<file path="src/rtl/multicycle_ctrl_if.sv">
// Control/status bundle between the multi-cycle controller and its datapath.
// master = controller side, slave = datapath side.
interface multicycle_ctrl_if #(
    parameter int unsigned DATA_WIDTH = 32
) ();
    logic [DATA_WIDTH-1:0] instr;
    logic                  zero;
    logic                  mem_ready;

    logic                  PCWrite;
    logic                  IRWrite;
    logic                  AdrSrc;
    logic                  MemRead;
    logic                  MemWrite;
    logic                  RegWrite;
    logic [1:0]            ALUSrcA;
    logic [1:0]            ALUSrcB;
    logic [2:0]            ALUctrl;
    logic [1:0]            ResultSrc;
    logic [1:0]            ImmSrc;
    logic                  illegal;
    logic                  retire;

    modport master (
        input  instr, zero, mem_ready,
        output PCWrite, IRWrite, AdrSrc, MemRead, MemWrite, RegWrite,
               ALUSrcA, ALUSrcB, ALUctrl, ResultSrc, ImmSrc, illegal, retire
    );

    modport slave (
        output instr, zero, mem_ready,
        input  PCWrite, IRWrite, AdrSrc, MemRead, MemWrite, RegWrite,
               ALUSrcA, ALUSrcB, ALUctrl, ResultSrc, ImmSrc, illegal, retire
    );
endinterface

</file>
<file path="src/rtl/multicycle_ctrl.sv">
// Control FSM for the multi-cycle RV32I core (add, sub, addi, lw, sw, beq, bne).
// Outputs are pure state decodes, forced low while reset is asserted.
module multicycle_ctrl #(
    parameter int unsigned DATA_WIDTH = 32
) (
    input logic                clk,
    input logic                rst,
    multicycle_ctrl_if.master  bus
);
    typedef enum logic [3:0] {
        StFetch, StDecode, StExecR, StExecI, StMemAdr, StMemRd,
        StMemWb, StMemWr, StAluWb, StBranch, StTrap
    } state_e;

    localparam logic [6:0] OpR      = 7'b0110011;
    localparam logic [6:0] OpImm    = 7'b0010011;
    localparam logic [6:0] OpLoad   = 7'b0000011;
    localparam logic [6:0] OpStore  = 7'b0100011;
    localparam logic [6:0] OpBranch = 7'b1100011;

    state_e state_q, state_d;

    logic [DATA_WIDTH-1:0] ir;
    logic [6:0]            opcode;
    logic [2:0]            funct3;
    logic [6:0]            funct7;
    logic                  is_store;
    logic                  unused_ir_bits;

    assign ir             = bus.instr;
    assign opcode         = ir[6:0];
    assign funct3         = ir[14:12];
    assign funct7         = ir[31:25];
    assign is_store       = ir[5];
    assign unused_ir_bits = ^{ir[24:15], ir[11:7]};

    logic       pc_write, ir_write, adr_src, mem_read, mem_write, reg_write;
    logic [1:0] alu_src_a, alu_src_b, result_src, imm_src;
    logic [2:0] alu_ctrl;
    logic       illegal, retire;

    always_ff @(posedge clk or negedge rst) begin
        if (!rst) begin
            state_q <= StFetch;
        end else begin
            state_q <= state_d;
        end
    end

    always_comb begin
        state_d    = state_q;
        pc_write   = 1'b0;
        ir_write   = 1'b0;
        adr_src    = 1'b0;
        mem_read   = 1'b0;
        mem_write  = 1'b0;
        reg_write  = 1'b0;
        alu_src_a  = 2'b00;
        alu_src_b  = 2'b00;
        alu_ctrl   = 3'b000;
        result_src = 2'b00;
        imm_src    = 2'b00;
        illegal    = 1'b0;
        retire     = 1'b0;

        unique case (state_q)
            StFetch: begin
                mem_read   = 1'b1;
                alu_src_b  = 2'b10;
                result_src = 2'b10;
                pc_write   = bus.mem_ready;
                ir_write   = bus.mem_ready;
                if (bus.mem_ready) state_d = StDecode;
            end
            StDecode: begin
                // Branch target is computed here so BRANCH only needs the compare.
                alu_src_a = 2'b01;
                alu_src_b = 2'b01;
                imm_src   = 2'b10;
                case (opcode)
                    OpR:              state_d = StExecR;
                    OpImm:            state_d = StExecI;
                    OpLoad, OpStore:  state_d = StMemAdr;
                    OpBranch:         state_d = StBranch;
                    default:          state_d = StTrap;
                endcase
            end
            StExecR: begin
                alu_src_a = 2'b10;
                state_d   = StTrap;
                if (funct3 == 3'b000 && funct7 == 7'b0000000) begin
                    state_d = StAluWb;
                end else if (funct3 == 3'b000 && funct7 == 7'b0100000) begin
                    alu_ctrl = 3'b001;
                    state_d  = StAluWb;
                end
            end
            StExecI: begin
                alu_src_a = 2'b10;
                alu_src_b = 2'b01;
                state_d   = (funct3 == 3'b000) ? StAluWb : StTrap;
            end
            StMemAdr: begin
                alu_src_a = 2'b10;
                alu_src_b = 2'b01;
                imm_src   = is_store ? 2'b01 : 2'b00;
                if (funct3 != 3'b010) state_d = StTrap;
                else                  state_d = is_store ? StMemWr : StMemRd;
            end
            StMemRd: begin
                adr_src  = 1'b1;
                mem_read = 1'b1;
                if (bus.mem_ready) state_d = StMemWb;
            end
            StMemWb: begin
                result_src = 2'b01;
                reg_write  = 1'b1;
                retire     = 1'b1;
                state_d    = StFetch;
            end
            StMemWr: begin
                adr_src   = 1'b1;
                mem_write = 1'b1;
                if (bus.mem_ready) begin
                    retire  = 1'b1;
                    state_d = StFetch;
                end
            end
            StAluWb: begin
                reg_write = 1'b1;
                retire    = 1'b1;
                state_d   = StFetch;
            end
            StBranch: begin
                alu_src_a = 2'b10;
                alu_ctrl  = 3'b001;
                case (funct3)
                    3'b000: begin
                        pc_write = bus.zero;
                        retire   = 1'b1;
                        state_d  = StFetch;
                    end
                    3'b001: begin
                        pc_write = !bus.zero;
                        retire   = 1'b1;
                        state_d  = StFetch;
                    end
                    default: state_d = StTrap;
                endcase
            end
            StTrap: begin
                illegal = 1'b1;
            end
            default: state_d = StFetch;
        endcase
    end

    // Reset gates every output combinationally so enables drop without a clock edge.
    assign bus.PCWrite   = rst & pc_write;
    assign bus.IRWrite   = rst & ir_write;
    assign bus.AdrSrc    = rst & adr_src;
    assign bus.MemRead   = rst & mem_read;
    assign bus.MemWrite  = rst & mem_write;
    assign bus.RegWrite  = rst & reg_write;
    assign bus.ALUSrcA   = rst ? alu_src_a  : 2'b00;
    assign bus.ALUSrcB   = rst ? alu_src_b  : 2'b00;
    assign bus.ALUctrl   = rst ? alu_ctrl   : 3'b000;
    assign bus.ResultSrc = rst ? result_src : 2'b00;
    assign bus.ImmSrc    = rst ? imm_src    : 2'b00;
    assign bus.illegal   = rst & illegal;
    assign bus.retire    = rst & retire;
endmodule

</file>
<file path="src/flat_wrapper.sv">
// flat-port wrapper written by rule: the top's interface ports become plain ports
module multicycle_ctrl_flat 
#(
    parameter int unsigned DATA_WIDTH = 32
)
  (clk, rst, bus_instr, bus_zero, bus_mem_ready, bus_PCWrite, bus_IRWrite, bus_AdrSrc, bus_MemRead, bus_MemWrite, bus_RegWrite, bus_ALUSrcA, bus_ALUSrcB, bus_ALUctrl, bus_ResultSrc, bus_ImmSrc, bus_illegal, bus_retire);
  multicycle_ctrl_if #(.DATA_WIDTH(DATA_WIDTH)) bus_i ();
  input logic clk;
  input logic rst;
  input wire logic [$bits(bus_i.instr)-1:0] bus_instr;
  input wire logic [$bits(bus_i.zero)-1:0] bus_zero;
  input wire logic [$bits(bus_i.mem_ready)-1:0] bus_mem_ready;
  output wire logic [$bits(bus_i.PCWrite)-1:0] bus_PCWrite;
  output wire logic [$bits(bus_i.IRWrite)-1:0] bus_IRWrite;
  output wire logic [$bits(bus_i.AdrSrc)-1:0] bus_AdrSrc;
  output wire logic [$bits(bus_i.MemRead)-1:0] bus_MemRead;
  output wire logic [$bits(bus_i.MemWrite)-1:0] bus_MemWrite;
  output wire logic [$bits(bus_i.RegWrite)-1:0] bus_RegWrite;
  output wire logic [$bits(bus_i.ALUSrcA)-1:0] bus_ALUSrcA;
  output wire logic [$bits(bus_i.ALUSrcB)-1:0] bus_ALUSrcB;
  output wire logic [$bits(bus_i.ALUctrl)-1:0] bus_ALUctrl;
  output wire logic [$bits(bus_i.ResultSrc)-1:0] bus_ResultSrc;
  output wire logic [$bits(bus_i.ImmSrc)-1:0] bus_ImmSrc;
  output wire logic [$bits(bus_i.illegal)-1:0] bus_illegal;
  output wire logic [$bits(bus_i.retire)-1:0] bus_retire;
  assign bus_i.instr = bus_instr;
  assign bus_i.zero = bus_zero;
  assign bus_i.mem_ready = bus_mem_ready;
  assign bus_PCWrite = bus_i.PCWrite;
  assign bus_IRWrite = bus_i.IRWrite;
  assign bus_AdrSrc = bus_i.AdrSrc;
  assign bus_MemRead = bus_i.MemRead;
  assign bus_MemWrite = bus_i.MemWrite;
  assign bus_RegWrite = bus_i.RegWrite;
  assign bus_ALUSrcA = bus_i.ALUSrcA;
  assign bus_ALUSrcB = bus_i.ALUSrcB;
  assign bus_ALUctrl = bus_i.ALUctrl;
  assign bus_ResultSrc = bus_i.ResultSrc;
  assign bus_ImmSrc = bus_i.ImmSrc;
  assign bus_illegal = bus_i.illegal;
  assign bus_retire = bus_i.retire;
  multicycle_ctrl #(.DATA_WIDTH(DATA_WIDTH)) u_core (.clk(clk), .rst(rst), .bus(bus_i));
endmodule
</file>
<file path="config.mk">
export PLATFORM = sky130hd
export DESIGN_NAME = multicycle_ctrl_flat
export DESIGN_NICKNAME = d
export VERILOG_FILES = /design/src/rtl/multicycle_ctrl_if.sv /design/src/rtl/multicycle_ctrl.sv /design/src/flat_wrapper.sv
export SDC_FILE = /design/constraint.sdc
export NUM_CORES = 1
export LEC_CHECK = 0
export CELL_PAD_IN_SITES_DETAIL_PLACEMENT = 2
export CELL_PAD_IN_SITES_GLOBAL_PLACEMENT = 2
export CORE_UTILIZATION = 15
export CTS_CLUSTER_DIAMETER = 100
export DETAILED_ROUTE_END_ITERATION = 10
export PLACE_DENSITY_LB_ADDON = 0.25
export RECOVER_POWER = 25
export SETUP_SLACK_MARGIN = 0.02
export SYNTH_ARGS = -nofsm -noshare
export SYNTH_HDL_FRONTEND = slang
export SYNTH_SLANG_ARGS = --single-unit
</file>
<file path="constraint.sdc">
create_clock -name clk -period 1.4 [get_ports clk]
set_input_delay 0.21 -clock clk [delete_from_list [all_inputs] [get_ports clk]]
set_output_delay 0.21 -clock clk [all_outputs]
set_load 0.005 [all_outputs]
</file>
==> run metrics, run 1 <==
status=complete, but fails checks; violations in the final reports=setup timing; part of the power in registers=8.1%; Adder-Cell Fraction of Synth Area=0%; CTS clk-pin slew, worst paths=0.04 ns; final worst-path cycle share=128%; top cells by count, synth=nor2_1, nand2b_1, nor3_1; max FFs per register=4; Hold Vio Cnt, Final=0; Register-to-Register Setup Slack=-0.39 ns; leading registers by flop count=u_core.state_q: 4 flops; first-pass GRT wire length=7270 µm; CTS tree=done; xor and xnor fraction of the mapped netlist area=1.17%; number of hold buffers added after cts=0; startpoint types=register; DP Worst Slack=-0.724 ns; Synth Warn #=0; PD cells=1390 mW/mm²; M1 wire length=2110 µm; DP Wirelength=3230 µm; vias in the first global route=1365; Logic pwr share=83.5%; synth unique cells=41; Placed Instances=246; top-count cell post-synth=nor2_1; GRT overflow=0; largest register by flop count=u_core.state_q; DIE AREA=0.00529 mm²; Clk pwr share=8.4%; RSZ-0062 raised after global routing=yes; Worst EP arrival=1.91 ns; Routability Congestion=0.810; synth top area cells=dfrtp_1, nand2b_1, nor2_1; Final Skew=0.00793 ns; First-pass DRT Iterations=4; drt wl/cell=20.0 µm; switching power=1.22 mW; Non-Filler Instances=274; Starting Density=15.8%; Hold WC Path Type=input pin to async pin; RR Endpoint=u_core.state_q[1]; maximum VDD drop=0.353 mV; final hold slack=0.270 ns; row cnt=25; post-synthesis mux area share=0%; FF-to-FF path depth=6; asr flop ratio synth=100%; switch share=42.6%; Routed Antenna Nets=0; Crit Path Class=register to register; Compound-Gate Fraction of Synth Area=23.5%; 1st-iter DRT viols=22; htree depth=1; CP max FO=4; simple logic cell fraction of the synthesized area=50.2%; MaxCap Viol Count=0; Worst EP required=1.52 ns; via/cell ratio=4.50; Core Area=0.00475 mm²; Tmin final=1.79 ns; Routed met2 length=3170 µm; height of the die=72.7 µm; worst-skew pair later-pin latency=0.22 ns; GRT Total Usage=18.4%; fmax=559 MHz; Num Clock Sinks=4; CP endpoint kind=register; layout cells sized above 1=68.1%; Max Used Layer=met4; nets@finish=245; area delta synth->final=176%; Remaining DRCs=0; setup TNS=-5.92 ns; Top FF cell, synth=dfrtp_1; Final Max Tran Viols=0; setup ws final=-0.390 ns; Synth area leader=dfrtp_1; Post-synth EDFFs=0; Max clock buf depth=2; largest net degree at the start of global routing=10; Netlist Area Pre-Place=751 µm²; sequential fraction of the synthesis area=13.3%; largest family of logic cells by synthesized area=simple AND/OR/NAND/NOR gates; final wirelength=5470 µm; Synth top area share=13.3%; antenna fix cells=0; I/O Pins=55; met3 wire len=169 µm; Chip Width=72.7 µm; vias=1234; initial antenna violation count=0; endpoints failing setup=21; flops & latches, synth=4; LEAKAGE=0.960 nW; Cell Int Power=1.65 mW; cts bufs inserted=3; Reg-to-Reg Start=u_core.state_q[3]; clk root buf=clkbuf_8; syn_area_per_cell=7.02 µm²; PortBufs=37; Mapped Cells=107
[cells by family after synthesis]
| kind of cell | count (synthesis) |
|---|---|
| flops | 4 |
| compound gates | 23 |
| xor+xnor | 1 |
| other cells | 1 |
| simple gates | 63 |
| buf+inv | 15 |
[stage by stage]
stage	area [µm²]	utilization [%]	power, mW
2_1_floorplan	758	-	0.855
3_3_place_gp	1500	31.4	1.55
3_5_place_dp	1500	31.4	1.59
4_1_cts	1890	39.7	2.45
5_1_grt	2070	43.5	3.00
6_report	2070	43.5	2.87
[critical path, stage by stage (launching register included)]
cell and delay (ns):
dfrtp_2 0.45, buf_6 0.15, buf_6 0.12, or4bb_1 0.50, o211ai_1 0.22, a211oi_2 0.07
o211ai_2 0.19
[cell type report]
cell class / instances / area (µm²)
fill: 520 / 2690
timing repair buffer: 108 / 968
clock buffer: 3 / 41.3
sequential: 4 / 105
multi-input combinational: 89 / 852
inverter: 3 / 18.8
tap: 67 / 83.8
[per-layer routing]
layer	GRT usage, %	vias up
met5	0	-
li1	-	589
met4	3.27	0
met1	18.8	612
met3	1.80	2
met2	39.5	31
[cells in the final DEF (no fill, tap or decap), types with 2 or more instances in the layout]
master	count
buf_4	43
buf_6	29
clkdlybuf4s50_1	12
buf_2	12
nor3_2	6
nand2b_1	6
nor2_1	6
nand2_1	5
nor2_4	4
nor2_2	4
dlymetal6s2s_1	4
dlygate4sd2_1	4
dfrtp_2	4
nand2b_4	3
a211oi_2	3
nor3_4	3
a21oi_1	3
or4bb_1	3
clkbuf_8	3
nor2b_4	2
and3_4	2
and2_4	2
nor2b_1	2
a31oi_1	2
o21a_1	2
conb_1	2
buf_8	2
[power by group through the flow]
stage	Sequential, mW	Clock (mW)	Combinational, mW
floorplan	0.172	0	0.683
global placement	0.259	0	1.29
detailed placement	0.264	0	1.32
CTS	0.201	0.242	2.01
global route	0.232	0.259	2.51
finish	0.232	0.242	2.39
[how the worst max path moves through the flow]
stage                      startpoint  slack, ns  cells past startpoint           endpoint
floorplan           u_core.state_q[3]      -0.05                      5  u_core.state_q[2]
global placement        bus_instr[13]      -0.66                      5         bus_retire
finish              u_core.state_q[3]      -0.39                      6  u_core.state_q[1]
global route        u_core.state_q[3]      -0.45                      6  u_core.state_q[1]
detailed placement      bus_instr[27]      -0.72                      6     bus_ALUctrl[0]
CTS                 u_core.state_q[2]      -0.43                      6  u_core.state_q[2]
[repair_timing]
action,CTS,global route
endpoints found under the setup margin,21,21
resized for setup,135,41
setup buffers,19,9
pin swaps,21,23
Note: power is estimated with default switching activity, not from simulation.
==> run 2, diff against run 1 <==
--- a/config.mk
+++ b/config.mk
@@ -5,9 +5,10 @@
 export SDC_FILE = /design/constraint.sdc
 export NUM_CORES = 1
 export LEC_CHECK = 0
+export ABC_AREA = 1
 export CELL_PAD_IN_SITES_DETAIL_PLACEMENT = 2
 export CELL_PAD_IN_SITES_GLOBAL_PLACEMENT = 2
-export CORE_UTILIZATION = 15
+export CORE_UTILIZATION = 12
 export CTS_CLUSTER_DIAMETER = 100
 export DETAILED_ROUTE_END_ITERATION = 10
 export PLACE_DENSITY_LB_ADDON = 0.25
==> run 2 against run 1 <==
The run still ends with setup timing left. Critical path depth up 2. Wire length shrank 25%. Flip-flop and latch count is the same. Worst hold slack got worse by 0.13 ns. Synthesized area is 15% lower. Core utilization decreased by 8.9 points. Total power down 16%. Largest power group unchanged.
==> run metrics, run 2 <==
1st-iter DRT viols=8 (-64%); MaxCap Viol Count=0 (unchanged); first-pass GRT wire length=6430 µm (-11%); DP Wirelength=2800 µm (-13%); First-pass DRT Iterations=3 (-1); Reg-to-Reg Start=u_core.state_q[3]; CTS tree=done; PD cells=1370 mW/mm² (-1.4%); fillers=603 (+16%); Netlist Area Pre-Place=638 µm² (-15%); area delta synth->final=177%; commonest non-fill, non-tap cell in the layout=buf_4; Starting Density=12.5% (-3.3 points); height of the die=74.9 µm (+3.0%); Chip Width=74.9 µm (+3.0%); GRT overflow=0 (unchanged); top-count cell post-synth=nand2_1; nets@finish=250 (+2.0%); Routed Antenna Nets=0 (unchanged); violations in the final reports=setup timing; largest register by flop count=u_core.state_q; htree depth=1 (unchanged); Final Max Tran Viols=0 (unchanged); Worst EP arrival=1.47 ns (-0.44 ns); layout cells sized above 1=60.4% (-7.7 points); Final Skew=0.00727 ns (-0.000658 ns); CTS clk-pin slew, worst paths=0.04 ns (about the same); worst-skew pair later-pin latency=0.22 ns (about the same); Non-Filler Instances=282 (+2.9%); LEAKAGE=0.897 nW (-6.5%); syn_area_per_cell=5.23 µm² (-25%); Tmin final=1.68 ns (-0.109 ns); endpoints failing setup=21 (unchanged); CP max FO=2 (-2); maximum VDD drop=0.486 mV (+38%); DIE AREA=0.00561 mm² (+6.1%); Hold WC Path Type=input pin to async pin; Worst Setup SP=u_core.state_q[1]; clk root buf=clkbuf_8; vias=1111 (-10%); Mapped Cells=122 (+14%); most frequent cells in the layout=buf_4, buf_6, nand2_1; number of hold buffers added after cts=0 (unchanged); Top FF cell, synth=dfrtp_1; initial antenna violation count=0 (unchanged); Placed Instances=261 (+6.1%); fmax=595 MHz (+6.5%); Num Clock Sinks=4 (unchanged); max FFs per register=4 (unchanged); Post-synth EDFFs=0 (unchanged); synth top area cells=nand2_1, dfrtp_1, nor2_1; Crit Path Class=register to output pin; Multi-input gate area=653 µm² (-23%); I/O Pins=55 (unchanged); vias in the first global route=1265 (-7.3%); PortBufs=37 (unchanged); final wirelength=4090 µm (-25%); Worst EP required=1.19 ns (-0.33 ns); via/cell ratio=3.94 (-13%); Max clock buf depth=2 (unchanged); flops & latches, synth=4 (unchanged); CP endpoint kind=output pin; Synth area leader=nand2_1; Remaining DRCs=0 (unchanged); largest net degree at the start of global routing=7 (-3); status=complete, but fails checks; top cells by count, synth=nand2_1, nor2_1, inv_1; Routability Congestion=0.810 (about the same); sequential fraction of the synthesis area=15.7% (+2.4 points); asr flop ratio synth=100% (unchanged); Synth Warn #=0 (unchanged); Hold Vio Cnt, Final=0 (unchanged); antenna fix cells=0 (unchanged); RSZ-0062 raised after global routing=yes; leading registers by flop count=u_core.state_q: 4 flops; setup ws final=-0.282 ns (+0.109 ns); Core Area=0.00511 mm² (+7.4%); final core utilization=34.6% (-8.9 points); drt wl/cell=14.5 µm (-27%); startpoint types=register; cts bufs inserted=3 (unchanged); final worst-path cycle share=120% (-7.8 points); Sequential Area=100 µm² (-4.8%); row cnt=26 (+4.0%); synth unique cells=21 (-49%); GRT Total Usage=15.5% (-2.9 points); Synth top area share=17.1% (+3.7 points)
[run 2: changes by cell type in the layout (fill, tap and decap cells not counted), sizes merged, moves of 4 or more]
cell / before / now
buf: 87 / 69
clkdlybuf4s50: 12 / 19
dlymetal6s2s: 4 / 0
inv: 3 / 24
nand2: 6 / 32
nand2b: 9 / 0
nand3: 1 / 7
nor2: 14 / 27
nor2b: 5 / 0
nor3: 9 / 5
o21ai: 1 / 5
[run 2: worst paths after layout]
check                           cells after the start           endpoint  slack, ns
worst min register to register                      4  u_core.state_q[0]       0.81
min in group clk                                    4  u_core.state_q[0]       0.81
worst max-delay path                                8         bus_retire      -0.28
worst min-delay path                                2  u_core.state_q[3]       0.14
worst max register to register                     11  u_core.state_q[0]      -0.24
max in group asynchronous                           2  u_core.state_q[0]       1.05
[run 2: layout make-up]
type,instances,area share [%]
Timing Repair Buffer,91,44.2
Sequential cell,4,5.66
Tap cell,70,4.95
Inverter,24,5.94
Multi-Input combinational cell,90,36.9
Clock buffer,3,2.34
[run 2: what timing repair did]
action	in CTS	in global routing
gates resized for setup	139	28
cloned	0	0
setup buffers	19	4
pin swaps	19	15
hold endpoints to repair	0	0
setup endpoints to repair	21	21
[run 2: stage by stage]
stage	total power, mW	setup TNS [ns]	cell area [µm²]	hold WS [ns]	setup WS (ns)
after detailed placement	1.36	-9.12	1340	0.609	-0.639
after CTS	2.17	-3.62	1680	0.101	-0.305
final	2.42	-3.95	1770	0.143	-0.282
after floorplan	0.652	0	642	-0.0856	0.156
after global placement	1.34	-8.82	1340	0.606	-0.603
after global routing	2.57	-5.72	1770	0.156	-0.356
[run 2: critical path: stages (launching register included)]
cell and delay (ns):
dfrtp_1 0.40, buf_6 0.14, buf_4 0.13, nand2_4 0.07, nor2_4 0.04, buf_4 0.13
a21oi_2 0.15, a21oi_2 0.06, buf_2 0.12
[run 2: layer usage]
layer  vias up  global-route usage (%)  wire (µm)
met1       531                    18.6       1660
met5         -                       0          0
met2        28                    31.0       2280
met3         2                   0.402        131
met4         0                    1.89         15
li1        550                       -          -
[run 2: kinds of logic after synthesis]
group / synth area share (%)
AO/OA/AOI/OAI: 11.2
buffers and inverters: 19.4
other: 0.588
multiplexers: 1.76
AND/OR/NAND/NOR: 51.4
flip-flops: 15.7
[run 2: where the power goes]
group	switching, mW	total, mW	internal [mW]
clock	0.0676	0.252	0.184
sequential	0.0392	0.197	0.158
combinational	0.957	1.97	1.01
total	1.06	2.42	1.35
==> run 3, diff against run 2 <==
--- a/config.mk
+++ b/config.mk
@@ -11,7 +11,7 @@
 export CORE_UTILIZATION = 12
 export CTS_CLUSTER_DIAMETER = 100
 export DETAILED_ROUTE_END_ITERATION = 10
-export PLACE_DENSITY_LB_ADDON = 0.25
+export PLACE_DENSITY = 0.76
 export RECOVER_POWER = 25
 export SETUP_SLACK_MARGIN = 0.02
 export SYNTH_ARGS = -nofsm -noshare
==> run 3 against run 2 <==
The run still ends with setup timing left. Sequential share of layout area up 0.24 points. Total power down 2.8%. Core utilization down 0.17 points. Count of clock-buffer cells in the layout unchanged. Clock skew down 0.0070 ns. Critical endpoint unchanged. Largest power group unchanged.
==> run metrics, run 3 (synthesis results as in run 2) <==
Reg-to-Reg Start=u_core.state_q[1]; Final Skew=0.000299 ns (-0.00697 ns); initial antenna violation count=0 (unchanged); Final Max Tran Viols=0 (unchanged); first-pass GRT wire length=6330 µm (-1.6%); final worst-path cycle share=122% (+1.6 points); nets@finish=246 (-1.6%); GRT overflow=0 (unchanged); I/O Pins=55 (unchanged); endpoints failing setup=20 (-4.8%); status=complete, but fails checks; Worst EP arrival=1.49 ns (+0.02 ns); CP max FO=3 (+1); DP Wirelength=2690 µm (-3.7%); max FFs per register=4 (unchanged); Final Instance Area=0.00176 mm² (-0.50%); M1 wire length=1710 µm (+2.9%); Starting Density=12.5% (unchanged); Routability Congestion=0.812 (+0.35%); total power=2.35 mW (-2.8%); startpoint types=register; Worst slew margin=65.6%; worst-skew pair later-pin latency=0.22 ns (about the same); violations in the final reports=setup timing; Slew @ Worst Pin=0.512 ns; Crit Path Class=register to output pin; dpl cell area=0.00132 mm² (-1.3%); Core Area=0.00511 mm² (unchanged); Remaining DRCs=0 (unchanged); PD cells=1340 mW/mm² (-2.3%); row cnt=26 (unchanged); met3 wire len=149 µm (+14%); GRT Total Usage=15.3% (-0.14 points); RSZ-0062 raised after global routing=yes; final hold slack=0.175 ns (+0.0320 ns); Max clock buf depth=2 (unchanged); most frequent cells in the layout=buf_6, buf_4, nand2_1; vias in the first global route=1241 (-1.9%); layout cells sized above 1=63.0% (+2.6 points); antenna fix cells=0 (unchanged); largest register by flop count=u_core.state_q; CTS clk-pin slew, worst paths=0.04 ns (about the same); Worst Setup SP=u_core.state_q[1]; LEAKAGE=0.889 nW (-0.91%); Num Clock Sinks=4 (unchanged); Non-Filler Instances=278 (-1.4%); maximum VDD drop=0.427 mV (-12%); height of the die=74.9 µm (unchanged); CTS tree=done; Register-to-Register Setup Slack=-0.18 ns (+0.06 ns); Routed met2 length=2320 µm (+1.9%); 1st-iter DRT viols=18 (+10); clk root buf=clkbuf_8; Routed Antenna Nets=0 (unchanged); setup ws final=-0.304 ns (-0.0224 ns); DIE AREA=0.00561 mm² (unchanged); fmax=587 MHz (-1.3%); FF-to-FF path depth=12 (+1); via/cell ratio=4.02 (+2.1%); Chip Width=74.9 µm (unchanged); Worst setup endpoint=bus_retire; commonest non-fill, non-tap cell in the layout=buf_6; area delta synth->final=176%; Tmin final=1.70 ns (+0.0224 ns); CP endpoint kind=output pin; Multi-input gate area=637 µm² (-2.5%); cts bufs inserted=3 (unchanged); fillers=614 (+1.8%); Max Used Layer=met4; MaxCap Viol Count=0 (unchanged); drt wl/cell=15.2 µm (+5.2%); Worst EP required=1.19 ns (about the same); htree depth=1 (unchanged); DP Worst Slack=-0.660 ns (-0.0210 ns); First-pass DRT Iterations=4 (+1); Hold WC Path Type=input pin to async pin; Placed Instances=257 (-1.5%); Sequential Area=104 µm² (+3.8%); final wirelength=4240 µm (+3.7%); largest net degree at the start of global routing=8 (+1); PortBufs=37 (unchanged); Hold Vio Cnt, Final=0 (unchanged); vias=1118 (+0.63%); RR Endpoint=u_core.state_q[0]; leading registers by flop count=u_core.state_q: 4 flops
## run 3: cell count changes in the layout (fill, tap and decap cells not counted), moves of 2 or more
cell | before | now
inv_1 | 12 | 10
dfrtp_2 | 0 | 3
inv_2 | 8 | 10
buf_4 | 31 | 24
buf_12 | 0 | 2
dlygate4sd2_1 | 1 | 4
buf_6 | 24 | 26
dfrtp_1 | 4 | 1
clkdlybuf4s50_1 | 19 | 16
nand2_1 | 22 | 19
nand2_2 | 2 | 5
## run 3: critical path, cell delays in order (launching register included)
cell	delay [ns]
dfrtp_1	0.41
buf_6	0.14
inv_8	0.04
nor2_4	0.12
nand2_2	0.08
o21ai_2	0.06
buf_4	0.14
a21oi_2	0.03
a21oi_1	0.12
buf_2	0.12
## run 3: worst min-delay path by stage
stage,slack [ns],endpoint,cells past startpoint,start
detailed placement,0.54,u_core.state_q[2],2,rst
floorplan,-0.09,u_core.state_q[0],0,rst
global placement,0.54,u_core.state_q[2],2,rst
CTS,0.07,u_core.state_q[2],2,rst
global route,0.20,u_core.state_q[1],2,rst
finish,0.17,u_core.state_q[3],2,rst
## run 3: layout make-up
type | instances | area share (%)
timing repair buffer | 87 | 44.5
inverter | 24 | 6.12
clock buffer | 3 | 2.35
tap | 70 | 4.98
sequential | 4 | 5.90
multi-input combinational | 90 | 36.2
## run 3: stage by stage
step,TNS (ns),util [%]
floorplan,0,-
global placement,-8.27,25.8
global route,-5.20,34.4
detailed placement,-8.73,25.8
CTS,-2.97,32.0
finish,-3.83,34.4
## run 3: power breakdown
part	switching, mW	internal (mW)
sequential	0.0657	0.163
combinational	0.903	0.957
clock	0.0763	0.185
## run 3: metal layers
metal	track usage, %	up-vias
met5	0	-
met4	4.61	0
met3	2.41	7
met2	29.8	29
met1	16.9	538
li1	-	544
## run 3: repair_timing
item / CTS / global route
resized for setup: 140 / 41
pin swaps: 28 / 18
setup endpoints to repair: 20 / 21
buffers inserted: 21 / 4
hold buffers: 0 / 0
